===== config.mk =====
export PLATFORM = sky130hd
export DESIGN_NAME = fwd_hazard_unit
export DESIGN_NICKNAME = d
export VERILOG_FILES = /design/src/rtl/fwd_haz_pkg.sv /design/src/rtl/fwd_haz_scoreboard.sv /design/src/rtl/fwd_hazard_unit.sv
export SDC_FILE = /design/constraint.sdc
export NUM_CORES = 1
export LEC_CHECK = 0
export BUFFER_PORTS_ARGS = -buffer_cell sky130_fd_sc_hd__buf_2
export CORE_UTILIZATION = 40
export CTS_BUF_LIST = sky130_fd_sc_hd__clkbuf_16
export CTS_CLUSTER_SIZE = 24
export DETAILED_ROUTE_END_ITERATION = 6
export PLACE_DENSITY = 0.63
export SYNTH_ARGS = -nofsm -noshare
export SYNTH_HDL_FRONTEND = slang
export SYNTH_HIERARCHICAL = 1
export SYNTH_SLANG_ARGS = --single-unit
export TNS_END_PERCENT = 20

===== constraint.sdc =====
create_clock -name clk -period 6.85 [get_ports clk]
set_input_delay 0.3425 -clock clk [delete_from_list [all_inputs] [get_ports clk]]
set_output_delay 0.3425 -clock clk [all_outputs]
set_load 0.02 [all_outputs]

===== src/rtl/fwd_haz_pkg.sv =====
// Shared constants for the forwarding / hazard unit: operand-mux select codes
// and the default register-file geometry.
package fwd_haz_pkg;

    localparam logic [1:0] FWD_NONE   = 2'b00;
    localparam logic [1:0] FWD_MEM_WB = 2'b01;
    localparam logic [1:0] FWD_EX_MEM = 2'b10;

    localparam int DEF_REG_ADDR_W = 5;
    localparam int DEF_NUM_REGS   = 32;

endpackage


===== src/rtl/fwd_haz_scoreboard.sv =====
// Register scoreboard for the multi-cycle unit: one pending bit per register
// plus a saturating outstanding-op counter and the busy flag derived from it.
import fwd_haz_pkg::*;

module fwd_haz_scoreboard #(
    parameter int REG_ADDR_W = DEF_REG_ADDR_W,
    parameter int NUM_REGS   = DEF_NUM_REGS,
    parameter int MC_MAX_OUT = 4
) (
    input  logic                  clk,
    input  logic                  rst,
    input  logic                  issue,
    input  logic [REG_ADDR_W-1:0] issueRd,
    input  logic                  retire,
    input  logic [REG_ADDR_W-1:0] retireRd,
    output logic [NUM_REGS-1:0]   pending,
    output logic                  busy
);

    localparam int CNT_W = $clog2(MC_MAX_OUT + 1);

    logic [NUM_REGS-1:0] pendingR;
    logic [NUM_REGS-1:0] pendingNextS;
    logic [CNT_W-1:0]    outCntR;
    logic [CNT_W-1:0]    outCntNextS;
    logic                decS;

    // Next pending vector: a same-cycle set beats the clear (new producer); r0 never pends.
    always_comb begin
        pendingNextS = {NUM_REGS{1'b0}};
        for (int i = 1; i < NUM_REGS; i++) begin
            pendingNextS[i] = (issue && (issueRd == REG_ADDR_W'(i))) ||
                              (pendingR[i] && !(retire && (retireRd == REG_ADDR_W'(i))));
        end
    end

    // Next outstanding count; retire at zero is ignored so the counter saturates.
    always_comb begin
        decS        = retire && (outCntR != {CNT_W{1'b0}});
        outCntNextS = outCntR;
        case ({issue, decS})
            2'b10:   outCntNextS = outCntR + CNT_W'(1);
            2'b01:   outCntNextS = outCntR - CNT_W'(1);
            default: outCntNextS = outCntR;
        endcase
    end

    // Scoreboard state registers.
    always_ff @(posedge clk or posedge rst) begin
        if (rst) begin
            pendingR <= {NUM_REGS{1'b0}};
            outCntR  <= {CNT_W{1'b0}};
        end else begin
            pendingR <= pendingNextS;
            outCntR  <= outCntNextS;
        end
    end

    assign pending = pendingR;
    assign busy    = (outCntR == CNT_W'(MC_MAX_OUT));

endmodule


===== src/rtl/fwd_hazard_unit.sv =====
// EX operand forwarding, load-use / scoreboard / structural stall generation.
// Optional stall-cycle performance counter enabled by FWD_HAZ_PERF_CNT_EN.
import fwd_haz_pkg::*;

module fwd_hazard_unit #(
    parameter int REG_ADDR_W = DEF_REG_ADDR_W,
    parameter int NUM_REGS   = DEF_NUM_REGS,
    parameter int NUM_SRC    = 2,
    parameter int MC_MAX_OUT = 4
) (
    input  logic                          clk,
    input  logic                          rst,
    input  logic [NUM_SRC*REG_ADDR_W-1:0] id_rs,
    input  logic [NUM_SRC-1:0]            id_rs_used,
    input  logic [REG_ADDR_W-1:0]         id_rd,
    input  logic                          id_regwrite,
    input  logic                          id_mc_issue,
    input  logic [NUM_SRC*REG_ADDR_W-1:0] id_ex_rs,
    input  logic [REG_ADDR_W-1:0]         id_ex_rd,
    input  logic                          id_ex_memread,
    input  logic [REG_ADDR_W-1:0]         ex_mem_rd,
    input  logic                          ex_mem_regwrite,
    input  logic [REG_ADDR_W-1:0]         mem_wb_rd,
    input  logic                          mem_wb_regwrite,
    input  logic                          mc_done,
    input  logic [REG_ADDR_W-1:0]         mc_done_rd,
    output logic [2*NUM_SRC-1:0]          fwd_sel,
    output logic                          stall,
    output logic                          mc_busy,
    output logic [31:0]                   perf_stall_cnt
);

    localparam logic [REG_ADDR_W-1:0] REG_ZERO = {REG_ADDR_W{1'b0}};

    logic [2*NUM_SRC-1:0] fwdSelS;
    logic [NUM_REGS-1:0]  pendingS;
    logic                 mcBusyS;
    logic                 loadUseS;
    logic                 rawS;
    logic                 wawS;
    logic                 structS;
    logic                 stallS;
    logic                 issueS;

    // Per-source forwarding select; the younger EX/MEM result wins over MEM/WB.
    always_comb begin
        fwdSelS = {2*NUM_SRC{1'b0}};
        for (int k = 0; k < NUM_SRC; k++) begin
            if (ex_mem_regwrite && (ex_mem_rd != REG_ZERO) &&
                (ex_mem_rd == id_ex_rs[k*REG_ADDR_W +: REG_ADDR_W])) begin
                fwdSelS[2*k +: 2] = FWD_EX_MEM;
            end else if (mem_wb_regwrite && (mem_wb_rd != REG_ZERO) &&
                         (mem_wb_rd == id_ex_rs[k*REG_ADDR_W +: REG_ADDR_W])) begin
                fwdSelS[2*k +: 2] = FWD_MEM_WB;
            end else begin
                fwdSelS[2*k +: 2] = FWD_NONE;
            end
        end
    end

    // Stall sources; a result retiring this cycle is bypassed, so it does not stall.
    always_comb begin
        loadUseS = 1'b0;
        rawS     = 1'b0;
        for (int k = 0; k < NUM_SRC; k++) begin
            if (id_rs_used[k] && (id_rs[k*REG_ADDR_W +: REG_ADDR_W] != REG_ZERO)) begin
                loadUseS = loadUseS ||
                           (id_ex_memread && (id_ex_rd == id_rs[k*REG_ADDR_W +: REG_ADDR_W]));
                rawS     = rawS ||
                           (pendingS[id_rs[k*REG_ADDR_W +: REG_ADDR_W]] &&
                            !(mc_done && (mc_done_rd == id_rs[k*REG_ADDR_W +: REG_ADDR_W])));
            end else begin
                loadUseS = loadUseS;
                rawS     = rawS;
            end
        end
        wawS    = id_regwrite && (id_rd != REG_ZERO) && pendingS[id_rd] &&
                  !(mc_done && (mc_done_rd == id_rd));
        structS = id_mc_issue && mcBusyS;
        stallS  = loadUseS || rawS || wawS || structS;
        issueS  = id_mc_issue && id_regwrite && !stallS;
    end

    fwd_haz_scoreboard #(
        .REG_ADDR_W (REG_ADDR_W),
        .NUM_REGS   (NUM_REGS),
        .MC_MAX_OUT (MC_MAX_OUT)
    ) uScoreboard (
        .clk      (clk),
        .rst      (rst),
        .issue    (issueS),
        .issueRd  (id_rd),
        .retire   (mc_done),
        .retireRd (mc_done_rd),
        .pending  (pendingS),
        .busy     (mcBusyS)
    );

`ifdef FWD_HAZ_PERF_CNT_EN
    logic [31:0] perfCntR;

    // Free-running stall-cycle counter, wraps naturally at 2**32.
    always_ff @(posedge clk or posedge rst) begin
        if (rst) begin
            perfCntR <= 32'd0;
        end else if (stallS) begin
            perfCntR <= perfCntR + 32'd1;
        end else begin
            perfCntR <= perfCntR;
        end
    end

    assign perf_stall_cnt = perfCntR;
`else
    assign perf_stall_cnt = 32'd0;
`endif

    assign fwd_sel = fwdSelS;
    assign stall   = stallS;
    assign mc_busy = mcBusyS;

endmodule


======== Word level (Yosys, flattened, before mapping) ========
Cells that the tools add are included.
storage, ports and cells
  logic and storage cells ................. 289
  register bits after elaboration ......... 34
  bits of input ports ..................... 55
  output and inout bits ................... 38
cells by class
  $lt $le $gt $ge ......................... 3
  add/sub/neg operators ................... 2
  muxes and demuxes ....................... 15
  reduce and logical (&&, ||, !) cells .... 193
  equality and inequality tests ........... 74
operators with widths
  kind                                                                   count
  5-bit == test (second input constant)                                  32
  1-bit logical AND                                                      115
  5-bit by 4-bit == test with 1-bit output (second input constant)       16
  5-bit == test                                                          9
  5-bit by 3-bit == test with 1-bit output (second input constant)       8
  1-bit logical OR                                                       36
  1-bit logical NOT                                                      35
  5-bit nonzero test                                                     5
  5-bit by 2-bit == test with 1-bit output (second input constant)       4
  5-bit by 6-bit < comparator with 1-bit output (second input constant)  3
  1-bit binary-select mux with 5-bit select                              3
  5-bit by 1-bit == test with 1-bit output (second input constant)       2
  1-bit 2-to-1 mux                                                       9
  3-bit case mux with 2 select lines                                     1
  2-bit 2-to-1 mux                                                       2
  3-bit by 1-bit adder with 3-bit output (second input constant)         1
  3-bit == test (second input constant)                                  1
  3-bit nonzero test                                                     1
  3-bit by 1-bit subtractor with 3-bit output (second input constant)    1
  2-bit by 1-bit == test with 1-bit output (second input constant)       1
  2-bit == test (second input constant)                                  1
  2-bit nonzero test                                                     1

======== Depth between registers and ports, before layout ========
  depth after elaboration ................. 14
  mapped depth ............................ 13
  depth with buffers taken out ............ 12

======== Hierarchy ========
Netlist, hierarchy kept.
by module, submodules not included
  module              area an instance (um^2)  instances  sequential area each (um^2)  cells an instance
  fwd_hazard_unit     1720.4                   1          0.0                          194
  fwd_haz_scoreboard  1493.9                   1          850.8                        142

======== Worst setup path before layout ========
Ideal clock, no wire load.
  kind .................................... input to register
  start point ............................. input id_rd[1]
  end point ............................... register uScoreboard.outCntR[2]
  arrival ................................. 3048 ps
  path slack .............................. 3676 ps
  cell stages on the path ................. 12
  setup time .............................. 125 ps
  required time ........................... 6725 ps
  path buffers ............................ 1
  cell sequence ........................... buf_2 -> mux4_2 -> mux2_2 -> a41o_1 -> a311oi_2 -> and3_1 -> inv_1 -> ha_1 -> fa_1 -> xnor2_1 -> nor2_1 -> xor2_1
between the ends
  word-level cells in the longest chain between the ends .. 10
  elaborated cells between the ends (all ways) .. 17
  those cells by class .................... eq/ne (3); mux (3); reduce/logical (11)
RTL lines
  item                                                                              RTL line                                      source
  start, declared                                                                   fwd_hazard_unit.sv:15                         input logic [REG_ADDR_W-1:0] id_rd,
  1-bit binary-select mux with 5-bit select (tied with other cells)                 fwd_hazard_unit.sv:77                         wawS = id_regwrite && (id_rd != REG_ZERO) && pendingS[id_rd] &&
  1-bit 2-to-1 mux (not written as such) (tied with other cells)                    fwd_hazard_unit.sv:77
  1-bit logical AND / 1-bit logical NOT (equally long branches)                     fwd_hazard_unit.sv:77, fwd_hazard_unit.sv:78
  1-bit logical AND (*)                                                             fwd_hazard_unit.sv:77
  1-bit logical OR (*) (2 in series)                                                fwd_hazard_unit.sv:80                         stallS = loadUseS || rawS || wawS || structS;
  1-bit logical NOT (*)                                                             fwd_hazard_unit.sv:81                         issueS = id_mc_issue && id_regwrite && !stallS;
  1-bit logical AND (*)                                                             fwd_hazard_unit.sv:81
  net issueS                                                                        fwd_hazard_unit.sv:43                         logic issueS;
  2-bit by 1-bit == test with 1-bit output / 2-bit == test (equally long branches)  fwd_haz_scoreboard.sv:41                      case ({issue, decS})
  3-bit case mux with 2 select lines / 2-bit nonzero test (equally long branches)   n/a
  end signal, assigned                                                              fwd_haz_scoreboard.sv:52                      outCntR <= {CNT_W{1'b0}};
  end signal, assigned                                                              fwd_haz_scoreboard.sv:55                      outCntR <= outCntNextS;
  end, declared                                                                     fwd_haz_scoreboard.sv:24                      logic [CNT_W-1:0] outCntR;
The timed path passes the listed nets; every way through them passes the cells marked *. The select of a mux whose other input is x is not followed.
A chain may end at the register's enable or synchronous reset.

======== Worst setup path after layout ========
  start point ............................. input id_rs[5]
  end point ............................... register uScoreboard.outCntR[2]
between the ends
  word-level cells in the longest chain between the ends .. 13
  elaborated cells between the ends (all ways) .. 23
  those cells by class .................... eq/ne (4); mux (5); reduce/logical (14)
RTL lines
  item                                                                                               RTL line                  source
  start, declared                                                                                    fwd_hazard_unit.sv:13     input logic [NUM_SRC*REG_ADDR_W-1:0] id_rs,
  parallel branches: the longest is 6 deep, another holds 1-bit binary-select mux with 5-bit select  n/a
  1-bit logical OR (*) (3 in series)                                                                 fwd_hazard_unit.sv:80
  1-bit logical NOT (*)                                                                              fwd_hazard_unit.sv:81
  1-bit logical AND (*)                                                                              fwd_hazard_unit.sv:81
  net issueS                                                                                         fwd_hazard_unit.sv:43
  2-bit by 1-bit == test with 1-bit output / 2-bit == test (equally long branches)                   fwd_haz_scoreboard.sv:41
  3-bit case mux with 2 select lines / 2-bit nonzero test (equally long branches)                    n/a
Mark *: on every way through the listed nets, which the timed path passes. The select of a mux whose other input is x is not followed.

==> flow_metrics.env <==
export IMPL_status="finished, final reports clean"
export IMPL_wl_per_cell_um=17.45
export IMPL_synth_distinct_cells=49
export IMPL_final_common_cell="buf_2"
export IMPL_clkPwrFrac=0.262
export IMPL_drive_above_1_share=0.2398
export IMPL_drt_iter0_drc=310
export IMPL_synth_edf_count=0
export IMPL_finalHoldViolations=0
export IMPL_post_cts_resized=0
export IMPL_path_cells="buf_2, mux4_1, mux2_2, a222oi_1, nor3_1, a311oi_2, and3_1, inv_1, ha_1, fa_1, xnor2_1, nor2_1, xor2_1"
export IMPL_final_antenna_net_count=0
export IMPL_drc=0
export IMPL_endpoint_kind="flop"
export IMPL_post_cts_buffers=0
export IMPL_cp_slowest_cell="mux4_1"
export IMPL_period_needed_ns=3.442
export IMPL_async_reset_ff_frac=1.000
export IMPL_seqPwrFrac=0.395
export IMPL_grt_use_met1=0.3065
export IMPL_hold_class="in -> async"
export IMPL_yosys_most_used_dff="dfrtp_1"
export IMPL_crit_required_ns=7.01
export IMPL_overflow=0
export IMPL_ctsHoldBuffers=0
export IMPL_worstPathMaxFanout=12
export IMPL_die_h_um=91.64
export IMPL_tritoncts="done"
export IMPL_crit_family="multiplexers"
export IMPL_io_buffers=60
export IMPL_fillers=749
export IMPL_max_stage_delay_ns=0.59
export IMPL_synthAdderAreaFrac=0.01012
export IMPL_die_area_mm2=0.008398
export IMPL_synth_top_family_by_area="multiplexers"
export IMPL_yosysSeqAreaShare=0.2647
export IMPL_grt_pass1_vias=2710
export IMPL_setup_tns_ns=0
export IMPL_core_mm2=0.007767
export IMPL_r2r_slack_ns=3.41
export IMPL_synth_top_cell_by_area="dfrtp_1"
export IMPL_yosysWarnings=6
export IMPL_ir_worst_vdd_v=0.00009701
export IMPL_routed_wirelength_um=8620
export IMPL_grt_use_total=0.2163
export IMPL_clk_pin_slew_ns=0.05
export IMPL_via_per_inst=5.739
export IMPL_clock_skew_ns=0.004970
export IMPL_syn_to_final_growth_pct=12.18
export IMPL_final_max_slew_viol_count=0
export IMPL_cts_sinks=34
export IMPL_synthSimpleGateAreaFrac=0.1475
export IMPL_grt_pass1_wl_um=14130
export IMPL_nets=448
export IMPL_p_int_uw=513.5
export IMPL_antennaDiodeCount=0
export IMPL_dpl_hpwl_um=6474
export IMPL_min_period_over_period=0.5025
export IMPL_antenna_found_initial=0
export IMPL_synth_area_per_cell_um2=9.566
export IMPL_cts_made_buffers=5
export IMPL_cellPowerDensity_mw_per_mm2=219.2
export IMPL_cts_max_level=2
export IMPL_drv_cap=0
export IMPL_globalplace_congestion=0.8747
export IMPL_path_buf_inv=2
export IMPL_busiest_layer="met2"
export IMPL_insertion_delay_ns=0.27
export IMPL_io_pins=93
export IMPL_comb_power_share=0.343
export IMPL_synth_top_area_frac=0.2647
export IMPL_synth_cells=336
export IMPL_arrival_ns=3.60
export IMPL_startpoint_type="primary input"
export IMPL_crit_type="in -> reg"
export IMPL_synth_compound_area_frac=0.1534
export IMPL_dr_pass1_iters=5
export IMPL_synth_xor_xnor_area_share=0.1308
export IMPL_leakagePower_uw=0.001553
export IMPL_synth_area_mm2=0.003214
export IMPL_layout_common_cells="buf_2 (60), o21ai_0 (59), dfrtp_1 (34)"
export IMPL_die_w_um=91.64
export IMPL_clock_path_buffers=2
export IMPL_p_sw_uw=277.1
export IMPL_muxShareOfSynthArea=0.1927
export IMPL_rsz0062_at_grt="false"
export IMPL_num_rows=32
export IMPL_grt_max_degree=35
export IMPL_timing_fmax_ghz=0.2905
export IMPL_num_vias=2835
export IMPL_grt_met3_usage=0.02322
export IMPL_switching_share=0.3504
export IMPL_setup_viol=0
export IMPL_ys_ff_latch=34
export IMPL_report_power_total_uw=790.6
export IMPL_synth_area_top_cells="dfrtp_1 (26%), mux4_2 (11%), o21ai_0 (9.2%)"
export IMPL_root_buffer="clkbuf_16"
export IMPL_grtUsageMet2=0.3409
export IMPL_start_util=0.4138
cells by family after synthesis:
group / Yosys count
AOI/OAI and AO/OA: 85
and+or+nand+nor: 78
buffers and inverters: 49
xor gates and xnor gates: 48
muxes: 38
DFF: 34
adders and majority gates: 2
other: 2
synth_stat cells (2+ instances only):
library cell / number
mux2_2: 5
nor2_1: 7
xnor2_1: 21
o31a_1: 2
and3_1: 2
a21oi_1: 2
nand3_1: 5
mux2i_1: 15
a31oi_1: 2
dfrtp_1: 34
nor2b_1: 5
nor4_1: 7
nand2_1: 11
o21ai_1: 6
mux4_2: 16
nor3_1: 2
nand4b_1: 5
or3_1: 4
clkbuf_1: 4
or2_2: 5
buf_4: 33
or4_1: 5
conb_1: 2
nand4_1: 4
a211oi_1: 2
xor2_1: 27
mux4_1: 2
nand2b_1: 9
inv_1: 5
buf_2: 7
nand4bb_1: 3
a221oi_1: 2
o21ai_0: 59
metrics by stage:
stage,std cells,cell area [um^2],util,setup slack [ns],hold WS [ns]
CTS,494,3606,0.4642,3.411,0.1666
global route,494,3606,0.4642,3.185,0.2295
finish,494,3606,0.4642,3.408,0.1538
global placement,486,3468,0.4465,3.247,0.4481
detailed placement,486,3468,0.4465,3.145,0.4608
floorplan,367,3331,-,3.676,0.4561
state kept, by name, summed over array words and instances (netlist names):
name / count
uScoreboard/outCntR: 3
uScoreboard/pending: 31
routing by layer:
metal	vias up	part of all wire
li1	1297	-
met1	1352	0.43
met2	178	0.46
met3	8	0.089
met4	0	0.013
met5	-	0
path summary, 6_finish.rpt:
path,startpoint,endpoint,cells past startpoint
setup / recovery,id_rs[5],uScoreboard/outCntR[2],13
hold / removal,rst,uScoreboard/pending[6],3
setup reg to reg,uScoreboard/pending[13],uScoreboard/outCntR[2],12
hold reg to reg,uScoreboard/outCntR[2],uScoreboard/outCntR[2],1
max in group asynchronous,rst,uScoreboard/pending[17],3
min in group clk,uScoreboard/outCntR[2],uScoreboard/outCntR[2],1
worst reg2reg max path, cell delays in order, from the launching register on:
cell and delay [ns]:
dfrtp_1 0.42, mux4_1 0.52, mux2_2 0.27, a222oi_1 0.31, nor3_1 0.10, a311oi_2 0.28
and3_1 0.30, inv_1 0.12, ha_1 0.26, fa_1 0.39, xnor2_1 0.16, nor2_1 0.06
xor2_1 0.14
area by class of cell:
cell class                      count  area (um^2)  share of cell area
Clock inverter                      3        12.51            0.003470
Multi-Input combinational cell    284         2163              0.5999
Tap cell                          102        127.6             0.03539
Inverter                            5        18.77            0.005205
Timing Repair Buffer               61        307.8             0.08536
Sequential cell                    34        850.8              0.2359
Clock buffer                        5        125.1             0.03470
power by group through the flow:
stage / combinational [uW] / sequential (uW) / clock (uW)
after global routing: 302 / 319 / 222
after floorplan: 218 / 285 / 0
after detailed placement: 270 / 311 / 0
after CTS: 272 / 308 / 212
after global placement: 265 / 311 / 0
final: 271 / 312 / 207
Note: power is estimated with default switching activity, not from simulation.
